--- src/rtl/dnn_accel_pkg.sv ---
`default_nettype none
// ------------------------------------------------------------------
// dnn_accel_pkg : shared widths, RAM geometry and reader state type
// Rev 1.0
// ------------------------------------------------------------------
package dnn_accel_pkg;

  localparam int DNN_ADDR_W     = 13;
  localparam int DNN_DATA_W     = 32;
  localparam int DNN_CNT_W      = 14;
  localparam int DNN_RAM_DEPTH  = 8192;
  localparam int DNN_FIFO_DEPTH = 4;

  typedef enum logic [1:0] {
    IDLE  = 2'd0,
    FETCH = 2'd1,
    DRAIN = 2'd2
  } reader_state_t;

endpackage : dnn_accel_pkg
`default_nettype wire

--- src/rtl/dnn_sync_fifo.sv ---
`default_nettype none
// ------------------------------------------------------------------
// dnn_sync_fifo : single-clock FIFO with occupancy count and head word
// Rev 1.0
// ------------------------------------------------------------------
module dnn_sync_fifo
  import dnn_accel_pkg::*;
#(
  parameter int DEPTH = DNN_FIFO_DEPTH,
  parameter int WIDTH = DNN_DATA_W
) (
  input  logic                     clk,
  input  logic                     reset_n,
  input  logic                     i_clear,
  input  logic                     i_push,
  input  logic [WIDTH-1:0]         i_push_data,
  input  logic                     i_pop,
  output logic [$clog2(DEPTH):0]   o_count,
  output logic                     o_empty,
  output logic [WIDTH-1:0]         o_head_data
);

  localparam int c_ptr_w = $clog2(DEPTH);
  localparam logic [c_ptr_w:0] c_depth = (c_ptr_w + 1)'(DEPTH);

  logic [WIDTH-1:0]   r_mem [DEPTH];
  logic [c_ptr_w-1:0] r_wr_ptr;
  logic [c_ptr_w-1:0] r_rd_ptr;
  logic [c_ptr_w:0]   r_count;
  logic               w_do_push;
  logic               w_do_pop;

  assign o_empty     = (r_count == '0);
  assign o_count     = r_count;
  assign o_head_data = r_mem[r_rd_ptr];
  assign w_do_push   = i_push & (r_count != c_depth);
  assign w_do_pop    = i_pop & ~o_empty;

  always_ff @(posedge clk or negedge reset_n) begin
    if (!reset_n) begin
      for (int i = 0; i < DEPTH; i++) begin
        r_mem[i] <= '0;
      end
      r_wr_ptr <= '0;
      r_rd_ptr <= '0;
      r_count  <= '0;
    end else if (i_clear) begin
      r_wr_ptr <= '0;
      r_rd_ptr <= '0;
      r_count  <= '0;
    end else begin
      if (w_do_push) begin
        r_mem[r_wr_ptr] <= i_push_data;
        r_wr_ptr        <= r_wr_ptr + 1'b1;
      end
      if (w_do_pop) begin
        r_rd_ptr <= r_rd_ptr + 1'b1;
      end
      case ({w_do_push, w_do_pop})
        2'b10:   r_count <= r_count + 1'b1;
        2'b01:   r_count <= r_count - 1'b1;
        default: r_count <= r_count;
      endcase
    end
  end

endmodule : dnn_sync_fifo
`default_nettype wire

--- src/rtl/dnn_mem_stream_reader.sv ---
`default_nettype none
// ------------------------------------------------------------------
// dnn_mem_stream_reader : Avalon-MM block reader -> valid/ready stream
// Optional feature macro: DNN_READER_ABORT_EN (adds abort input). Rev 1.0
// ------------------------------------------------------------------
module dnn_mem_stream_reader
  import dnn_accel_pkg::*;
#(
  parameter int ADDR_W     = DNN_ADDR_W,
  parameter int DATA_W     = DNN_DATA_W,
  parameter int CNT_W      = DNN_CNT_W,
  parameter int FIFO_DEPTH = DNN_FIFO_DEPTH
) (
  input  logic              clk,
  input  logic              reset_n,
  input  logic              start,
  input  logic [ADDR_W-1:0] base_addr,
  input  logic [CNT_W-1:0]  word_count,
`ifdef DNN_READER_ABORT_EN
  input  logic              abort,
`endif
  output logic              busy,
  output logic              done,
  output logic [ADDR_W-1:0] mem_address,
  output logic              mem_chipselect,
  output logic              mem_write,
  output logic [3:0]        mem_byteenable,
  output logic              mem_clken,
  input  logic [DATA_W-1:0] mem_readdata,
  output logic              out_valid,
  input  logic              out_ready,
  output logic [DATA_W-1:0] out_data,
  output logic              out_last
);

  localparam int c_fifo_cnt_w = $clog2(FIFO_DEPTH) + 1;
  localparam logic [ADDR_W-1:0]       c_last_addr = ADDR_W'(DNN_RAM_DEPTH - 1);
  localparam logic [CNT_W-1:0]        c_cnt_one   = CNT_W'(1);
  localparam logic [c_fifo_cnt_w:0]   c_depth     = (c_fifo_cnt_w + 1)'(FIFO_DEPTH);

  reader_state_t            r_state;
  reader_state_t            w_state_nxt;
  logic [ADDR_W-1:0]        r_addr;
  logic [ADDR_W-1:0]        w_addr_inc;
  logic [CNT_W-1:0]         r_issue_rem;
  logic [CNT_W-1:0]         r_out_rem;
  logic                     r_inflight;
  logic                     r_done;
  logic                     w_issue;
  logic                     w_load;
  logic                     w_done_set;
  logic                     w_abort;
  logic                     w_pop;
  logic                     w_credit_ok;
  logic [c_fifo_cnt_w-1:0]  w_fifo_count;
  logic [c_fifo_cnt_w:0]    w_occ;
  logic                     w_fifo_empty;
  logic [DATA_W-1:0]        w_head;

`ifdef DNN_READER_ABORT_EN
  assign w_abort = abort & (r_state != IDLE);
`else
  assign w_abort = 1'b0;
`endif

  assign busy           = (r_state != IDLE);
  assign done           = r_done;
  assign mem_address    = r_addr;
  assign mem_chipselect = w_issue;
  assign mem_write      = 1'b0;
  assign mem_byteenable = 4'hF;
  assign mem_clken      = 1'b1;
  assign out_valid      = ~w_fifo_empty;
  assign out_data       = w_head;
  assign out_last       = out_valid & (r_out_rem == c_cnt_one);

  assign w_pop      = out_valid & out_ready;
  assign w_addr_inc = (r_addr == c_last_addr) ? '0 : r_addr + 1'b1;

  // Buffered plus in-flight words must leave room for the read about to issue;
  // a pop this cycle frees one slot, so it raises the limit instead of going negative.
  assign w_occ       = {1'b0, w_fifo_count} + {{c_fifo_cnt_w{1'b0}}, r_inflight};
  assign w_credit_ok = w_occ < (c_depth + {{c_fifo_cnt_w{1'b0}}, w_pop});

  always_ff @(posedge clk or negedge reset_n) begin
    if (!reset_n) begin
      r_state <= IDLE;
    end else begin
      r_state <= w_state_nxt;
    end
  end

  always_comb begin
    w_state_nxt = r_state;
    w_issue     = 1'b0;
    w_load      = 1'b0;
    w_done_set  = 1'b0;
    case (r_state)
      IDLE: begin
        if (start) begin
          if (word_count != '0) begin
            w_state_nxt = FETCH;
            w_load      = 1'b1;
          end else begin
            w_done_set = 1'b1;
          end
        end
      end
      FETCH: begin
        w_issue = w_credit_ok;
        if (w_credit_ok && (r_issue_rem == c_cnt_one)) begin
          w_state_nxt = DRAIN;
        end
      end
      DRAIN: begin
        if (w_pop && (r_out_rem == c_cnt_one)) begin
          w_state_nxt = IDLE;
          w_done_set  = 1'b1;
        end
      end
      default: w_state_nxt = IDLE;
    endcase
    if (w_abort) begin
      w_state_nxt = IDLE;
      w_issue     = 1'b0;
      w_load      = 1'b0;
      w_done_set  = 1'b1;
    end
  end

  always_ff @(posedge clk or negedge reset_n) begin
    if (!reset_n) begin
      r_addr      <= '0;
      r_issue_rem <= '0;
      r_out_rem   <= '0;
      r_inflight  <= 1'b0;
      r_done      <= 1'b0;
    end else begin
      r_inflight <= w_issue;
      r_done     <= w_done_set;
      if (w_load) begin
        r_addr      <= base_addr;
        r_issue_rem <= word_count;
        r_out_rem   <= word_count;
      end else begin
        if (w_issue) begin
          r_addr      <= w_addr_inc;
          r_issue_rem <= r_issue_rem - 1'b1;
        end
        if (w_pop) begin
          r_out_rem <= r_out_rem - 1'b1;
        end
      end
    end
  end

  // RAM data lands one cycle after its strobe; an abort drops it along with the FIFO.
  dnn_sync_fifo #(
    .DEPTH (FIFO_DEPTH),
    .WIDTH (DATA_W)
  ) u_fifo (
    .clk         (clk),
    .reset_n     (reset_n),
    .i_clear     (w_abort),
    .i_push      (r_inflight),
    .i_push_data (mem_readdata),
    .i_pop       (w_pop),
    .o_count     (w_fifo_count),
    .o_empty     (w_fifo_empty),
    .o_head_data (w_head)
  );

endmodule : dnn_mem_stream_reader
`default_nettype wire

--- config.mk ---
export PLATFORM = sky130hd
export DESIGN_NAME = dnn_mem_stream_reader
export DESIGN_NICKNAME = d
export VERILOG_FILES = /design/src/rtl/dnn_accel_pkg.sv /design/src/rtl/dnn_sync_fifo.sv /design/src/rtl/dnn_mem_stream_reader.sv
export SDC_FILE = /design/constraint.sdc
export NUM_CORES = 1
export LEC_CHECK = 0
export BUFFER_PORTS_ARGS = -buffer_cell sky130_fd_sc_hd__buf_4
export CAP_MARGIN = 0
export CORE_MARGIN = 5
export CORE_UTILIZATION = 58
export DETAILED_ROUTE_END_ITERATION = 10
export GPL_TIMING_DRIVEN = 0
export PLACE_DENSITY = 0.78
export SYNTH_ARGS = -nofsm -noshare
export SYNTH_HDL_FRONTEND = slang
export SYNTH_SLANG_ARGS = --single-unit
--- constraint.sdc ---
create_clock -name clk -period 3.5 [get_ports clk]
set_clock_uncertainty 0.15 [all_clocks]
set_input_delay 0.35 -clock clk [delete_from_list [all_inputs] [get_ports clk]]
set_output_delay 0.35 -clock clk [all_outputs]
set_load 0.05 [all_outputs]
# == After elaboration in Yosys (flattened, before gate mapping) ==
# Cells that the tools add are included.
# word_totals
ff_bits,180
out_inout_bits,56
wordCells,83
inputBits,63
# op_classes
mux,27
add_sub_neg,9
n_reduce_logical,11
n_lt_le_gt_ge,4
eq_ne,12
n_bitwise,7
# op_table
cell,count
bitwise mux 128 bit,1
two-way mux 32 bit,3
binary-select mux 32 bit (select 2 bit),1
demux 32 bit (select 2 bit),1
two-way mux 14 bit,4
two-way mux 13 bit,3
equality test 14 x 1 -> 1 bit (second input constant),2
subtractor 14 x 1 -> 14 bit (second input constant),2
nonzero test 14 bit,1
adder 13 x 1 -> 13 bit (second input constant),1
equality test 13 bit (second input constant),1
two-way mux 2 bit,4
!= test 2 bit (second input constant),4
nonzero test 2 bit,4
two-way mux 1 bit,7
>= comparator 3 bit (second input constant),2
inverter 2 -> 3 bit,2
one-hot mux 2 bit (3 select lines),1
one-hot mux 3 bit (2 select lines),1
adder 2 x 1 -> 2 bit (second input constant),2
adder 3 x 1 -> 4 bit,1
adder 3 x 1 -> 4 bit (first input constant),1
AND 1 bit,4
equality test 2 x 1 -> 1 bit (second input constant),2
12 further kinds,15

# == Logic depth before layout (Yosys ltp) ==
# Gate-level depths: netlist (run 1).
# depth
depth_word,8
depth_mapped,9
depth_no_buf,9

# == Hierarchy ==
# Synthesis (run 1) repeated with hierarchy kept, for this count alone.
# unflattened
hier_cells,676
area_unflattened_um2,9080.0
# modules_own_cells
module,area_per_inst_um2,seq_area_each_um2,instances,cells_each
dnn_sync_fifo,6428.7,3378.2,1,373
dnn_mem_stream_reader,2651.3,1126.1,1,303

# == Worst setup path before layout (run 1) ==
# No wires, ideal clock.
# synth_timing
path_kind,reg2reg
startpoint,reg u_fifo.r_count[2] (netlist: u_fifo.o_count[2])
endpoint,reg r_state[1]
arrival_ns,3.091
n_path_buf,1
period_less_slack_ns,3.360
t_required_ns,3.231
setup_ns,0.119
path_stages_with_launch,7
path_slack_ns,0.140
cell_sequence,dfrtp_1 > buf_2 > or3_1 > nand4b_1 > nor4_1 > a211o_1 > a21bo_2
# synth_via
elab_chain_cells,8
word_cells_on_any_way,11
cone_classes,add/sub: 2; order compare: 1; eq/ne: 2; bitwise: 2; reduce/logical: 4
# synth_rtl
element,line,source
start: declaration,dnn_sync_fifo.sv:29,logic [c_ptr_w:0] r_count;
start signal: assignment,dnn_sync_fifo.sv:60,2'b10: r_count <= r_count + 1'b1;
start signal: assignment,dnn_sync_fifo.sv:61,2'b01: r_count <= r_count - 1'b1;
start signal: assignment,dnn_sync_fifo.sv:62,default: r_count <= r_count;
logical NOT 3 bit *,dnn_sync_fifo.sv:33,assign o_empty = (r_count == '0);
inverter 1 bit *,dnn_mem_stream_reader.sv:73,assign out_valid = ~w_fifo_empty;
named net out_valid,dnn_mem_stream_reader.sv:30,"output logic out_valid,"
AND 1 bit *,dnn_mem_stream_reader.sv:77,assign w_pop = out_valid & out_ready;
adder 3 x 1 -> 4 bit,dnn_mem_stream_reader.sv:83,"assign w_credit_ok = w_occ < (c_depth + {{c_fifo_cnt_w{1'b0}}, w_pop});"
< comparator 4 bit,dnn_mem_stream_reader.sv:83,
logical AND 1 bit,dnn_mem_stream_reader.sv:111,if (w_credit_ok && (r_issue_rem == c_cnt_one)) begin
!= test 2 bit (no source line),n/a,
AND reduction 4 bit (no source line) *,n/a,
end signal: assignment,dnn_mem_stream_reader.sv:89,r_state <= w_state_nxt;
end: declaration,dnn_mem_stream_reader.sv:41,reader_state_t r_state;
# Mark *: on every way through the listed nets, which the timed path passes. The rest lies on a longest branch.
# A chain may end at the register's enable or synchronous reset.

# == Worst setup path in the final report (run 1) ==
# layout_timing
startpoint,reg u_fifo.r_rd_ptr[0]
endpoint,out out_data[6]
# layout_via
elab_chain_cells,4
# layout_rtl
element,line,source
start: declaration,dnn_sync_fifo.sv:28,logic [c_ptr_w-1:0] r_rd_ptr;
start signal: assignment,dnn_sync_fifo.sv:57,r_rd_ptr <= r_rd_ptr + 1'b1;
inverter 2 -> 3 bit (implied by the code),dnn_sync_fifo.sv:35,assign o_head_data = r_mem[r_rd_ptr];
binary-select mux 32 bit (select 2 bit),dnn_sync_fifo.sv:35,
two-way mux 32 bit (implied by the code) (2 in a row),dnn_sync_fifo.sv:35,
end: declaration,dnn_mem_stream_reader.sv:32,"output logic [DATA_W-1:0] out_data,"
# No other way between the ends. The select of a mux whose other input is x is not followed.

==> impl_metrics.tcl, run 1 <==
set metrics [dict create \
    hold_class "input pin to flip-flop" \
    drt-initial-drc-count 414 \
    die_w_um 131 \
    outcome "completed" \
    ant_nets 0 \
    grt_pass1_vias 6179 \
    clk_path_buf_depth 2 \
    arrival_ps 2650 \
    cts.clk_slew.worst_paths_ps 70 \
    n_fill_cell 1001 \
    insertion_delay_ps 430 \
    core-area_um2 14400 \
    num_rows 44 \
    r2r_start "u_fifo.o_count[0]$_DFFE_PN0P_" \
    grt_overflow_total 0 \
    final_common_cell "dfrtp_1" \
    die-area_um2 17000 \
    whs_ps 20.9 \
    crit_path_end_kind "output pin" \
    synth.avg_cell_area_um2 13.3 \
    cts_buffers 17 \
    cts_tree "done" \
    io_buffer_count 112 \
    drv_cap 0 \
    startpoint "u_fifo.r_rd_ptr[0]$_DFFE_PN0P_" \
    synth_cells 633 \
    routabilityCongestion 0.873 \
    required_ps 3000 \
    drc 0 \
    max-slew-margin-rel_pct 26.0 \
    clock-root-buffer "clkbuf_16" \
    critPathKind "flip-flop to output pin" \
    cts_setup_buffers 0 \
    dp_hpwl_um 13000 \
    postRouteWirelength_um 18900 \
    via_per_inst 5.90 \
    grt_max_degree 99 \
    reg2reg_depth 6 \
    grt_pass1_wl_um 30900 \
    final_cell_mix "dfrtp_1, mux2_2, buf_4" \
    diodes 0 \
    tightest_slew_ps 1100 \
    num_vias 5729 \
    synth_top_cell_by_area "dfrtp_1" \
    crit_end "out_data[6]" \
    area_growth_pct 21.3 \
    htree_levels 4 \
    synth_top_area_share_pct 53.4 \
    synth_area_um2 8430 \
    synthArstFlopShare_pct 100 \
    grt_use_total_pct 23.4 \
    setup-tns-final_ps 0 \
    cts_sinks 180 \
    antenna_found_initial 0 \
    period_needed_ps 3150 \
    initial_core_util_pct 58.7 \
    timing.final.crit_share_pct 90.0 \
    regArea_um2 4500 \
    multiInputGateArea_um2 3720 \
    final_nets 850 \
    synth_area_leaders "dfrtp_1, mux2_2, mux4_2" \
    synth_ff_type "dfrtp_1" \
    final_util_pct 71.2 \
    wl_per_cell_um 19.4 \
    startpoint_type "flip-flop" \
    r2r_end "r_issue_rem[6]$_DFFE_PN0P_" \
    rsz0062_at_grt "no" \
    cts_resized 0 \
    dr.pass1.iters 5 \
    path_max_fanout 10 \
    r2r_setup_slack_ps 600 \
    drive_gt1_share_pct 41.0 \
    drv_slew 0 \
    synth-edff-count 0 \
    finalSetupViolCount 0 \
    io_pins 119 \
    chipHeight_um 131 \
    yosys_warnings 0 \
    max_freq_mhz 318 \
    synth_cell_type_count 50 \
    yosysSeqAreaShare_pct 53.4 \
    ys_ff_latch 180 \
    final-hold-violation-count 0 \
]
[worst max-delay path: stages (launching register included)]
cell      delay, ps
dfrtp_1         320
clkbuf_1        360
buf_1           730
mux4_2          610
buf_4           210
[worst min path at each step]
stage / start / endpoint / slack [ps] / cells past startpoint
after floorplan: reset_n / done$_DFF_PN0_ / -100 / 0
after global placement: u_fifo.r_mem[47]$_DFFE_PN0P_ / u_fifo.r_mem[47]$_DFFE_PN0P_ / 330 / 1
after detailed placement: reset_n / u_fifo.r_mem[69]$_DFFE_PN0P_ / 240 / 1
after CTS: base_addr[3] / mem_address[3]$_DFFE_PN0P_ / 6 / 2
after global routing: mem_readdata[17] / u_fifo.r_mem[17]$_DFFE_PN0P_ / 20 / 2
final: base_addr[3] / mem_address[3]$_DFFE_PN0P_ / 20 / 2
[area by class of cell]
cell class              count  area share, %
multi-input cells         404           36.4
clock buffers              19           4.43
plain buffers              36           1.55
inverters                  17          0.624
flip-flops and latches    180           44.1
repair buffers            118           9.06
well taps                 184           2.25
clock inverters            13           1.68
[registers in the layout, summed over array words and instances (netlist names)]
signal	count
done	1
mem_address	13
r_inflight	1
r_issue_rem	14
r_out_rem	14
r_state	2
u_fifo.o_count	3
u_fifo.r_mem	128
u_fifo.r_rd_ptr	2
u_fifo.r_wr_ptr	2
[metrics by stage]
step / instance area (um^2) / setup slack [ps] / std cells
after floorplan: 8440 / 140 / 637
after global placement: 9520 / 695 / 933
after detailed placement: 9550 / 633 / 934
after CTS: 10200 / 270 / 971
after global routing: 10200 / 69.7 / 971
final: 10200 / 351 / 971
[logic make-up (layout without fill, tap and decap cells)]
group / after synthesis / in the layout / synth area share (%)
adder cells (fa/ha/maj): 13 / 13 / 2.02
XOR/XNOR: 28 / 28 / 2.91
other: 2 / 6 / 0.0891
multiplexers: 160 / 160 / 25.6
AO/OA/AOI/OAI: 70 / 70 / 5.39
buffers and inverters: 53 / 203 / 2.64
flip-flops: 180 / 180 / 53.4
AND/OR/NAND/NOR: 127 / 127 / 7.87
[Yosys cell counts, drive strengths merged (14+ instances only)]
| cell type | number |
|---|---|
| a21oi | 15 |
| o21ai | 20 |
| mux2 | 128 |
| buf | 22 |
| nand2 | 31 |
| mux4 | 32 |
| clkbuf | 14 |
| xnor2 | 22 |
| inv | 16 |
| nor2 | 29 |
| dfrtp | 180 |
[routing by layer]
metal | track usage (%) | share of wire (%) | up-vias
met2 | 40.1 | 51 | 172
met1 | 30.3 | 41 | 2921
met3 | 4.51 | 5.6 | 33
met4 | 7.68 | 2.0 | 0
met5 | 0 | 0 | -
li1 | - | - | 2603
[repair_timing]
| action | in CTS | in global routing |
|---|---|---|
| hold endpoints to repair | 86 | 0 |
| setup endpoints to repair | 0 | 0 |
| hold buffers | 5 | 0 |
Power of run 1 is left out: the tool's default activity adds up to more than one toggle a clock period on the data nets, which glitch-free logic cannot reach.
==> inputs of run 2 (changes only) <==
--- a/config.mk
+++ b/config.mk
@@ -11,7 +11,8 @@
 export CORE_UTILIZATION = 58
 export DETAILED_ROUTE_END_ITERATION = 10
 export GPL_TIMING_DRIVEN = 0
-export PLACE_DENSITY = 0.78
+export PLACE_DENSITY = 0.77
 export SYNTH_ARGS = -nofsm -noshare
 export SYNTH_HDL_FRONTEND = slang
+export SYNTH_HIERARCHICAL = 1
 export SYNTH_SLANG_ARGS = --single-unit
==> run 2 against run 1 <==
Sequential cell count unchanged. Register-to-register slack worse by 360 ps. Final area up 7.7%. Largest cell class unchanged. Highest routed layer unchanged. Critical endpoint is now u_fifo/o_count[1]$_DFFE_PN0P_. Sequential share of layout area shrank 3.2 points. First-iteration DRC count down 1.7%. Core utilization up 1.0 points. Critical path depth grew 7.
==> impl_metrics.tcl, run 2 <==
set metrics [dict create \
    critPathKind "flip-flop to flip-flop" \
    htree_levels 4 \
    tightest_slew_ps 777 \
    synth_ff_type "dfrtp_1" \
    synth_top_cell_by_area "dfrtp_1" \
    synth_most_common_cell "dfrtp_1" \
    cts.clk_slew.worst_paths_ps 60 \
    synth_cell_type_count 62 \
    synth_area_leaders "dfrtp_1, mux2_4, mux4_2" \
    io_pins 119 \
    grt_use_total_pct 23.1 \
    p_per_area_nw_per_um2 994 \
    final_nets 897 \
    max-slew-margin-rel_pct 48.2 \
    cts_buffers 17 \
    required_ps 3690 \
    cts_setup_buffers 0 \
    crit_family "simple AND/OR/NAND/NOR gates" \
    crit_path_end_kind "flip-flop" \
    synthArstFlopShare_pct 100 \
    path_max_fanout 10 \
    cts_tree "done" \
    wl_per_cell_um 19.4 \
    area_growth_pct 21.3 \
    synth_top_area_share_pct 49.6 \
    die-area_um2 18300 \
    final-hold-violation-count 0 \
    grt_pass1_vias 6370 \
    largest_register "u_fifo/r_mem" \
    num_vias 5992 \
    crit_path_max_incr_delay_ps 530 \
    chipHeight_um 135 \
    period_needed_ps 3260 \
    core-area_um2 15300 \
    die_w_um 135 \
    postRouteWirelength_um 20300 \
    reg_top3 "u_fifo/r_mem (128), r_issue_rem (14), r_out_rem (14)" \
    antenna_found_initial 0 \
    cts_sinks 180 \
    initial_core_util_pct 59.5 \
    setup_ws_ps 241 \
    num_rows 45 \
    final_common_cell "dfrtp_1" \
    final_cell_mix "dfrtp_1, buf_4, mux2_4" \
    hold_class "input pin to flip-flop" \
    pre_cts_slack_ps 67.7 \
    setup-tns-final_ps 0 \
    critical_path.slowest_cell "fa_1" \
    grt_pass1_wl_um 33000 \
    largest_reg_flops 128 \
    outcome "completed" \
    synth_common_cells "dfrtp_1, mux2_4, mux2_2" \
    diodes 0 \
    whs_ps 20.2 \
    vdd_drop_max_v 0.000635 \
    grt_max_degree 113 \
    dp_hpwl_um 13800 \
    max_freq_mhz 307 \
    synth-edff-count 0 \
    grt_overflow_total 0 \
    drv_slew 0 \
    drt-initial-drc-count 407 \
    insertion_delay_ps 420 \
    ant_nets 0 \
    dr.pass1.iters 5 \
    p_leak_nw 5.00 \
    synth.avg_cell_area_um2 13.4 \
    startpoint_type "flip-flop" \
    finalSetupViolCount 0 \
    rsz0062_at_grt "no" \
    synth_area_um2 9080 \
    drc 0 \
    worst-path-buf-inv 3 \
    arrival_ps 3450 \
    clk_path_buf_depth 2 \
    yosysSeqAreaShare_pct 49.6 \
    worstPathCellList "buf_2 -> nor3_2 -> nand2b_1 -> inv_1 -> buf_1 -> o21ai_0 -> a21oi_1 -> fa_1 -> o311a_1 -> a21oi_1 -> nor3_1" \
    timing.final.crit_share_pct 93.1 \
    drv_cap 0 \
    routabilityCongestion 0.864 \
    io_buffer_count 112 \
    via_per_inst 5.73 \
    synth_cells 676 \
    crit_top_cell "a21oi_1" \
    yosys_warnings 6 \
    ys_ff_latch 180 \
    clock-root-buffer "clkbuf_16" \
    drive_gt1_share_pct 41.4 \
]
-- run 2: report_power, final --
| group | total (mW) | switching [mW] | leakage (nW) | internal [mW] |
|---|---|---|---|---|
| Sequential | 3.76 | 0.700 | 2.16 | 3.06 |
| Combinational | 5.04 | 2.68 | 2.51 | 2.36 |
| Clock | 2.15 | 0.800 | 0.330 | 1.35 |
| Total | 11.0 | 4.18 | 5.00 | 6.77 |
-- run 2: metrics by stage --
step	instance area [um^2]	utilization, %	cells	power [mW]
2_1_floorplan	9100	-	681	7.46
3_3_place_gp	10200	66.9	1004	8.57
3_5_place_dp	10200	67.1	1005	8.78
4_1_cts	11000	72.2	1047	11.0
5_1_grt	11000	72.2	1046	11.5
6_report	11000	72.2	1046	11.0
-- run 2: routing by layer --
| layer | track usage, % | vias up | routed length, um |
|---|---|---|---|
| met4 | 6.66 | 0 | 285 |
| met3 | 5.55 | 27 | 1220 |
| met5 | 0 | - | 0 |
| met2 | 39.1 | 206 | 10300 |
| li1 | - | 2748 | - |
| met1 | 29.8 | 3011 | 8510 |
-- run 2: cell families (layout without fill, tap and decap cells) --
group / Yosys count / after routing / synth area share (%)
XOR/XNOR: 24 / 24 / 2.31
flip-flops: 180 / 180 / 49.6
AO/OA/AOI/OAI: 84 / 84 / 5.87
other: 2 / 7 / 0.0827
multiplexers: 161 / 161 / 27.4
buffers and inverters: 55 / 209 / 3.62
AND/OR/NAND/NOR: 158 / 158 / 9.37
adder cells (fa/ha/maj): 12 / 12 / 1.74
-- run 2: path summary, 6_finish.rpt --
kind | start | end | slack, ps | cells past startpoint
setup / recovery | u_fifo/o_count[0]$_DFFE_PN0P_ | u_fifo/o_count[1]$_DFFE_PN0P_ | 240 | 11
hold / removal | base_addr[9] | mem_address[9]$_DFFE_PN0P_ | 20 | 3
setup reg to reg | u_fifo/o_count[0]$_DFFE_PN0P_ | u_fifo/o_count[1]$_DFFE_PN0P_ | 240 | 11
hold reg to reg | u_fifo/r_mem[55]$_DFFE_PN0P_ | u_fifo/r_mem[55]$_DFFE_PN0P_ | 350 | 1
max in group asynchronous | reset_n | u_fifo/r_mem[27]$_DFFE_PN0P_ | 1970 | 3
min in group asynchronous | reset_n | u_fifo/r_mem[5]$_DFFE_PN0P_ | 310 | 2
-- run 2: area by class of cell --
| class | count | area (um^2) |
|---|---|---|
| fillers | 1029 | 4240 |
| clock inverters | 11 | 194 |
| clock buffers | 21 | 480 |
| plain buffers | 41 | 277 |
| well taps | 211 | 264 |
| repair buffers | 123 | 976 |
| inverters | 13 | 48.8 |
| flip-flops and latches | 180 | 4500 |
| multi-input cells | 446 | 4270 |
-- run 2: timing repair --
item / CTS / global route
setup endpoints to repair: 0 / 3
hold endpoints to repair: 77 / 0
hold buffers: 10 / 0
resized for setup: 0 / 1
-- run 2: worst register-to-register path: cells and delay by family (launching register included) --
| kind | cells | cell delay [ps] |
|---|---|---|
| AND/OR/NAND/NOR | 3 | 840 |
| adder cells (fa/ha/maj) | 1 | 530 |
| buffers and inverters | 3 | 640 |
| flip-flops | 1 | 430 |
| AO/OA/AOI/OAI | 4 | 580 |
(Power assumes the default switching activity.)
